<file path="config.mk">
export PLATFORM = sky130hd
export DESIGN_NAME = uart_rx_capture
export DESIGN_NICKNAME = d
export VERILOG_FILES = /design/src/rtl/uart_rx_capture.sv
export SDC_FILE = /design/constraint.sdc
export NUM_CORES = 1
export LEC_CHECK = 0
export CAP_MARGIN = 20
export CORE_MARGIN = 5
export CORE_UTILIZATION = 52
export CTS_CLUSTER_SIZE = 16
export DETAILED_ROUTE_END_ITERATION = 8
export DONT_BUFFER_PORTS = 1
export PLACE_DENSITY_LB_ADDON = 0.08
export REMOVE_ABC_BUFFERS = 1
export SETUP_SLACK_MARGIN = 0.1
export SLEW_MARGIN = 20
export SYNTH_ARGS = -nofsm -noshare
export SYNTH_HDL_FRONTEND = slang
export SYNTH_SLANG_ARGS = --single-unit
export TNS_END_PERCENT = 10
</file>
<file path="constraint.sdc">
create_clock -name clk -period 2.8 [get_ports clk]
set_input_delay 0.56 -clock clk [delete_from_list [all_inputs] [get_ports clk]]
set_output_delay 0.56 -clock clk [all_outputs]
set_load 0.03 [all_outputs]
</file>
<file path="src/rtl/uart_rx_capture.sv">
// uart_rx_capture
//   8N1 UART receiver. The asynchronous serial line rx_in passes through a
//   two-flop synchroniser and is sampled mid-bit by a small FSM. Each good byte
//   is presented on a single-entry valid/ready holding register. A low stop bit
//   raises a one-cycle framing-error pulse. A good byte that arrives while the
//   holding register is still full sets a sticky overrun flag.
//
//   Ports
//     clk         rising-edge clock for all logic
//     reset       synchronous, active-high
//     ena         blocks the start of a new frame while low
//     rx_in       serial line input, idle high
//     data_out    received byte, LSB = first data bit
//     data_valid  holding register full
//     data_ready  consumer accept; transfer on data_valid & data_ready
//     frame_err   one-cycle pulse when a stop bit is sampled low
//     overrun     sticky: a good byte was dropped because the register was full
//     busy        FSM is not in IDLE
module uart_rx_capture #(
  parameter int CLKS_PER_BIT = 87
) (
  input  logic       clk,
  input  logic       reset,
  input  logic       ena,
  input  logic       rx_in,
  output logic [7:0] data_out,
  output logic       data_valid,
  input  logic       data_ready,
  output logic       frame_err,
  output logic       overrun,
  output logic       busy
);

  localparam int CW = $clog2(CLKS_PER_BIT) + 1;
  // The start bit is checked half a bit in, so every later sample lands mid-bit.
  localparam logic [CW-1:0] HALF_LD = CW'(CLKS_PER_BIT / 2 - 1);
  localparam logic [CW-1:0] FULL_LD = CW'(CLKS_PER_BIT - 1);

  localparam logic [2:0] S_IDLE      = 3'd0;
  localparam logic [2:0] S_START     = 3'd1;
  localparam logic [2:0] S_DATA      = 3'd2;
  localparam logic [2:0] S_STOP      = 3'd3;
  localparam logic [2:0] S_WAIT_IDLE = 3'd4;

  logic          rx_meta_q, rx_s_q;
  logic [2:0]    state_q, state_d;
  logic [CW-1:0] cnt_q, cnt_d;
  logic [2:0]    bit_q, bit_d;
  logic [7:0]    shift_q, shift_d;
  logic [7:0]    data_q, data_d;
  logic          valid_q, valid_d;
  logic          fe_q, fe_d;
  logic          ovr_q, ovr_d;

  logic sample;
  logic deliver;
  logic bad_stop;
  logic hs;
  logic accept;

  // Synchroniser: reset to the idle line level so reset never looks like a start bit.
  always_ff @(posedge clk) begin
    if (reset) begin
      rx_meta_q <= 1'b1;
      rx_s_q    <= 1'b1;
    end else begin
      rx_meta_q <= rx_in;
      rx_s_q    <= rx_meta_q;
    end
  end

  assign sample = (cnt_q == '0);

  always_comb begin
    state_d  = state_q;
    cnt_d    = cnt_q;
    bit_d    = bit_q;
    shift_d  = shift_q;
    deliver  = 1'b0;
    bad_stop = 1'b0;
    case (state_q)
      S_IDLE: begin
        if (ena && !rx_s_q) begin
          state_d = S_START;
          cnt_d   = HALF_LD;
          bit_d   = 3'd0;
        end
      end
      S_START: begin
        if (sample) begin
          if (rx_s_q) begin
            // Line went back high before mid-start-bit: a glitch, not a frame.
            state_d = S_IDLE;
          end else begin
            state_d = S_DATA;
            cnt_d   = FULL_LD;
          end
        end else begin
          cnt_d = cnt_q - CW'(1);
        end
      end
      S_DATA: begin
        if (sample) begin
          shift_d = {rx_s_q, shift_q[7:1]};
          cnt_d   = FULL_LD;
          bit_d   = bit_q + 3'd1;
          if (bit_q == 3'd7) state_d = S_STOP;
        end else begin
          cnt_d = cnt_q - CW'(1);
        end
      end
      S_STOP: begin
        if (sample) begin
          if (rx_s_q) begin
            deliver = 1'b1;
            state_d = S_IDLE;
          end else begin
            bad_stop = 1'b1;
            state_d  = S_WAIT_IDLE;
          end
        end else begin
          cnt_d = cnt_q - CW'(1);
        end
      end
      S_WAIT_IDLE: begin
        // A held-low line (break) must return high before a new start is accepted.
        if (rx_s_q) state_d = S_IDLE;
      end
      default: state_d = S_IDLE;
    endcase
  end

  // Holding register: a delivery is accepted when the slot is empty or is being
  // emptied by a handshake in the same cycle; otherwise the byte is dropped.
  always_comb begin
    hs      = valid_q & data_ready;
    accept  = deliver & (~valid_q | hs);
    data_d  = accept ? shift_q : data_q;
    valid_d = valid_q;
    if (accept)  valid_d = 1'b1;
    else if (hs) valid_d = 1'b0;
    ovr_d = ovr_q;
    if (deliver && !accept) ovr_d = 1'b1;
    else if (hs)            ovr_d = 1'b0;
    fe_d = bad_stop;
  end

  always_ff @(posedge clk) begin
    if (reset) begin
      state_q <= S_IDLE;
      cnt_q   <= '0;
      bit_q   <= 3'd0;
      data_q  <= 8'd0;
      valid_q <= 1'b0;
      fe_q    <= 1'b0;
      ovr_q   <= 1'b0;
    end else begin
      state_q <= state_d;
      cnt_q   <= cnt_d;
      bit_q   <= bit_d;
      data_q  <= data_d;
      valid_q <= valid_d;
      fe_q    <= fe_d;
      ovr_q   <= ovr_d;
    end
  end

  // Shift register holds only in-flight data; a partial byte is never visible.
  always_ff @(posedge clk) begin
    shift_q <= shift_d;
  end

  assign data_out   = data_q;
  assign data_valid = valid_q;
  assign frame_err  = fe_q;
  assign overrun    = ovr_q;
  assign busy       = (state_q != S_IDLE);

endmodule

</file>
# After elaboration in Yosys (flattened, before gate mapping)
# Cells that the tools add are included.
totals:
  output_inout_bits: 12
  reg_bits: 35
  in_bits: 5
  elab_cells: 72
classes:
  n_reduce_logical: 16
  n_bitwise: 6
  n_addsub: 2
  eq_ne: 13
  mux: 25
ops:
  columns: ["op", "n"]
  rows:
  - ["two-way mux 8 bit", 5]
  - ["case mux 8 bit (4 select lines)", 1]
  - ["two-way mux 3 bit", 9]
  - ["case mux 3 bit (5 select lines)", 1]
  - ["!= test 2 bit (second input constant)", 7]
  - ["zero test 8 bit", 1]
  - ["subtractor 8 x 1 -> 8 bit (second input constant)", 1]
  - ["two-way mux 1 bit", 7]
  - ["equality test 3 x 2 -> 1 bit (second input constant)", 2]
  - ["equality test 3 bit (second input constant)", 2]
  - ["case mux 3 bit (2 select lines)", 1]
  - ["AND reduction 6 bit", 1]
  - ["nonzero test 2 bit", 3]
  - ["AND reduction 4 bit", 1]
  - ["nonzero test 4 bit", 1]
  - ["adder 3 x 1 -> 3 bit (second input constant)", 1]
  - ["equality test 3 x 1 -> 1 bit (second input constant)", 1]
  - ["zero test 3 bit", 1]
  - ["!= test 3 bit (second input constant)", 1]
  - ["NOT 1 bit", 3]
  - ["AND reduction 3 bit", 1]
  - ["nonzero test 3 bit", 1]
  - ["OR reduction 3 bit", 1]
  - ["bitwise AND 1 bit", 2]
  - ["5 further kinds", 7]

# Logic depth before layout (Yosys ltp)
depth:
  ltp_word: 7
  mapped_depth: 7
  depth_no_buf: 6

# Worst setup path after synthesis
# Ideal clock, no wire load.
synth_timing:
  path_kind: "flip-flop to flip-flop"
  start: "reg cnt_q[0]"
  end: "reg data_q[0], in the netlist data_out[0]"
  slack_ns: 0.668
  period_less_slack_ns: 2.132
  stages_incl_launch_ff: 8
  arrival_ns: 2.004
  path_buffers: 1
  setup_time_ns: 0.128
  required_ns: 2.672
  path_cell_list: "dfxtp_1 -> inv_1 -> ha_1 -> or3b_2 -> clkbuf_1 -> nor4_4 -> mux2i_1 -> nor2_1"
synth_via:
  elab_chain_len: 4
synth_rtl:
  columns: ["element", "line", "rtl"]
  rows:
  - ["from (decl)", "47", "logic [CW-1:0] cnt_q, cnt_d;"]
  - ["from (signal assigned)", "159", "cnt_q <= cnt_d;"]
  - ["zero test 8 bit", "72", "assign sample = (cnt_q == '0);"]
  - ["two-way mux 1 bit", "113", "if (sample) begin"]
  - ["two-way mux 1 bit", "81", "case (state_q)"]
  - ["bitwise AND 1 bit", "137", "accept = deliver & (~valid_q | hs);"]
  - ["to (signal assigned)", "161", "data_q <= data_d;"]
  - ["to (decl)", "50", "logic [7:0] data_q, data_d;"]
# Every way passes these cells.
# A chain may end at the register's enable or synchronous reset.

# Final worst setup path
layout_timing:
  start: "reg cnt_q[0]"
  end: "reg data_q[4], in the netlist data_out[4]"
# The elaborated chain is that of the path after synthesis.

==> impl_metrics.env <==
export IMPL_cap_violations=0
export IMPL_finClkSkew_ns=0.00532
export IMPL_hp_class="input pin to flip-flop"
export IMPL_post_cts_buffers=0
export IMPL_cts_num_sinks=35
export IMPL_htreeDepth=2
export IMPL_die_width_um=66.2
export IMPL_cp_end_kind="flip-flop"
export IMPL_die_area_mm2=0.00439
export IMPL_finalNonFillerCells=210
export IMPL_gp_congestion=0.862
export IMPL_avgSynthCellArea_um2=9.90
export IMPL_drive_above_1_share_pct=12.0
export IMPL_cts_hold_buf=0
export IMPL_status="finished clean"
export IMPL_cts_made_buffers=5
export IMPL_antenna_left=0
export IMPL_place_area_mm2=0.00168
export IMPL_fmax_mhz=447
export IMPL_initial_utilization_pct=53.9
export IMPL_synth_cell_types=45
export IMPL_synth_area_mm2=0.00164
export IMPL_cellLeakagePower_nw=0.576
export IMPL_vdd_drop_max_mv=0.289
export IMPL_postSynthCellCount=166
export IMPL_finalSetupViolCount=0
export IMPL_cp_start_kind="flip-flop"
export IMPL_route_met2_wl_mm=1.49
export IMPL_timing_hold_ws_ns=0.275
export IMPL_drt_total_wl_mm=3.33
export IMPL_dp_cells=202
export IMPL_drt_pass1_iter_count=4
export IMPL_mostFrequentLayoutCells="dfxtp_1, nor2_1, a21oi_1, mux2i_1, edfxtp_1"
export IMPL_grt_pass1_vias=1210
export IMPL_hold_viol=0
export IMPL_cts_tree="built"
export IMPL_yosysSeqAreaShare_pct=47.5
export IMPL_mostFrequentLayoutCell="dfxtp_1"
export IMPL_cp_max_fo=8
export IMPL_gr_total_overflow=0
export IMPL_grt_start_max_net_pins=29
export IMPL_worstPathArrival_ns=2.48
export IMPL_fin_area_mm2=0.00173
export IMPL_diodes=0
export IMPL_postLayoutCoreUtil_pct=56.6
export IMPL_post_cts_resized=0
export IMPL_io_buffers=0
export IMPL_maxSlewHeadroom_pct=53.9
export IMPL_finalCritPeriodShare_pct=79.8
export IMPL_required_ns=3.04
export IMPL_cpPeakStageDelay_ns=0.66
export IMPL_cpMaxStageDelayCell="nor4_4"
export IMPL_routed_top_layer="met4"
export IMPL_route_detailed_drc=0
export IMPL_insertion_delay_ns=0.34
export IMPL_drtIter0Drc=91
export IMPL_layout_setup_ws_ns=0.565
export IMPL_antenna_found_initial=0
export IMPL_rsz0062_at_grt="false"
export IMPL_power_uw=931
export IMPL_grt_pass1_wl_mm=5.52
export IMPL_die_h_um=66.2
export IMPL_dp_worst_setup_slack_ns=0.570
export IMPL_via_per_inst=6.17
export IMPL_row_count=20
export IMPL_layout_nets=174
export IMPL_worstMarginPinSlew_ns=0.687
export IMPL_ys_ff_latch=35
export IMPL_vias=1295
export IMPL_dr_wl_met3_um=235
export IMPL_grtUsageTotal_pct=16.3
export IMPL_clockBufferDepth=2
export IMPL_dp_hpwl_mm=2.30
export IMPL_cp_cell_sequence="inv_1 > ha_1 > or3b_2 > nor4_4 > mux2i_1 > nor2_1"
export IMPL_io_pins=17
export IMPL_yosys_warnings=0
export IMPL_core_mm2=0.00305
export IMPL_clockRootBuffer="clkbuf_4"
export IMPL_period_minus_slack_ns=2.24
export IMPL_wl_met1_mm=1.53
export IMPL_final_max_slew_viol_count=0
export IMPL_area_delta_synth_final_pct=5.18
export IMPL_p_per_area_mw_per_mm2=538
export IMPL_path_clk_slew_ns=0.11
export IMPL_path_class="flip-flop to flip-flop"
export IMPL_wl_per_cell_um=15.8
export IMPL_timing_setup_tns_ns=0
-- report_power, final --
group	internal, mW	switching, mW
combinational	0.0503	0.0731
clock	0.0968	0.172
sequential	0.524	0.0147
-- registers in the layout, summed over array words and instances, names as in the netlist, 3 cells and up --
register and cells:
bit_q 3, state_q 3, cnt_q 8, data_out 8, shift_q 8
-- Yosys cell counts --
| master | n | area, µm² |
|---|---|---|
| a2111oi_0 | 1 | 8.76 |
| a211o_1 | 1 | 8.76 |
| a211oi_1 | 5 | 37.5 |
| a21o_1 | 1 | 7.51 |
| a21oi_1 | 10 | 50.1 |
| a221oi_1 | 1 | 8.76 |
| a311oi_1 | 1 | 8.76 |
| a31o_2 | 1 | 8.76 |
| a31oi_1 | 4 | 25.0 |
| and2_1 | 1 | 6.26 |
| buf_2 | 1 | 5.00 |
| clkbuf_1 | 9 | 33.8 |
| dfxtp_1 | 27 | 541 |
| edfxtp_1 | 8 | 240 |
| ha_1 | 4 | 50.1 |
| inv_1 | 6 | 22.5 |
| mux2_2 | 1 | 11.3 |
| mux2i_1 | 9 | 90.1 |
| nand2_1 | 2 | 7.51 |
| nand2b_1 | 4 | 25.0 |
| nand3_1 | 5 | 25.0 |
| nand3b_1 | 1 | 7.51 |
| nand4_1 | 3 | 18.8 |
| nand4b_1 | 2 | 17.5 |
| nor2_1 | 16 | 60.1 |
| nor2b_1 | 2 | 12.5 |
| nor3_1 | 4 | 20.0 |
| nor3b_1 | 1 | 7.51 |
| nor4_2 | 1 | 12.5 |
| nor4_4 | 1 | 21.3 |
| nor4b_1 | 1 | 8.76 |
| nor4b_2 | 1 | 15.0 |
| o2111ai_1 | 3 | 26.3 |
| o211ai_1 | 3 | 22.5 |
| o21ai_0 | 7 | 35.0 |
| o21ba_2 | 1 | 10.0 |
| o22ai_1 | 1 | 6.26 |
| o31a_1 | 1 | 8.76 |
| o31ai_1 | 1 | 7.51 |
| o41ai_1 | 2 | 17.5 |
| or2_2 | 3 | 18.8 |
| or3_1 | 2 | 12.5 |
| or3b_2 | 2 | 17.5 |
| or4_1 | 4 | 30.0 |
| xnor2_1 | 1 | 8.76 |
-- critical path: cells and delay by family, from the launching register on --
| family | cells | cell delay, ns |
|---|---|---|
| adders and majority gates | 1 | 0.18 |
| buffers and inverters | 1 | 0.10 |
| DFF | 1 | 0.34 |
| muxes | 1 | 0.25 |
| and+or+nand+nor | 3 | 1.26 |
-- layout make-up --
class	instances	area, µm²
timing repair buffer	2	15.0
clock buffer	6	41.3
multi-input combinational	115	802
clock inverter	2	12.5
tap	44	55.1
sequential	35	781
fill	296	1320
inverter	6	22.5
-- final timing paths --
kind | slack [ns] | start | endpoint | cells past startpoint
worst max-delay path | 0.56 | cnt_q[0] | data_out[4] | 6
worst min-delay path | 0.28 | reset | cnt_q[5] | 1
worst max register to register | 0.56 | cnt_q[0] | data_out[4] | 6
worst min register to register | 0.44 | rx_meta_q | rx_s_q | 1
-- cells by family after synthesis --
| logic type | after synthesis | synth area share [%] |
|---|---|---|
| flops | 35 | 47.5 |
| simple gates | 56 | 20.9 |
| compound gates | 44 | 18.1 |
| fa+ha+maj | 4 | 3.04 |
| xor+xnor | 1 | 0.533 |
| mux | 10 | 6.16 |
| buf+inv | 16 | 3.73 |
-- metal layers --
layer / GRT usage, % / vias up
li1: - / 626
met1: 22.5 / 606
met2: 23.0 / 56
met3: 4.59 / 7
met4: 8.38 / 0
met5: 0 / -
(Power assumes the default switching activity.)
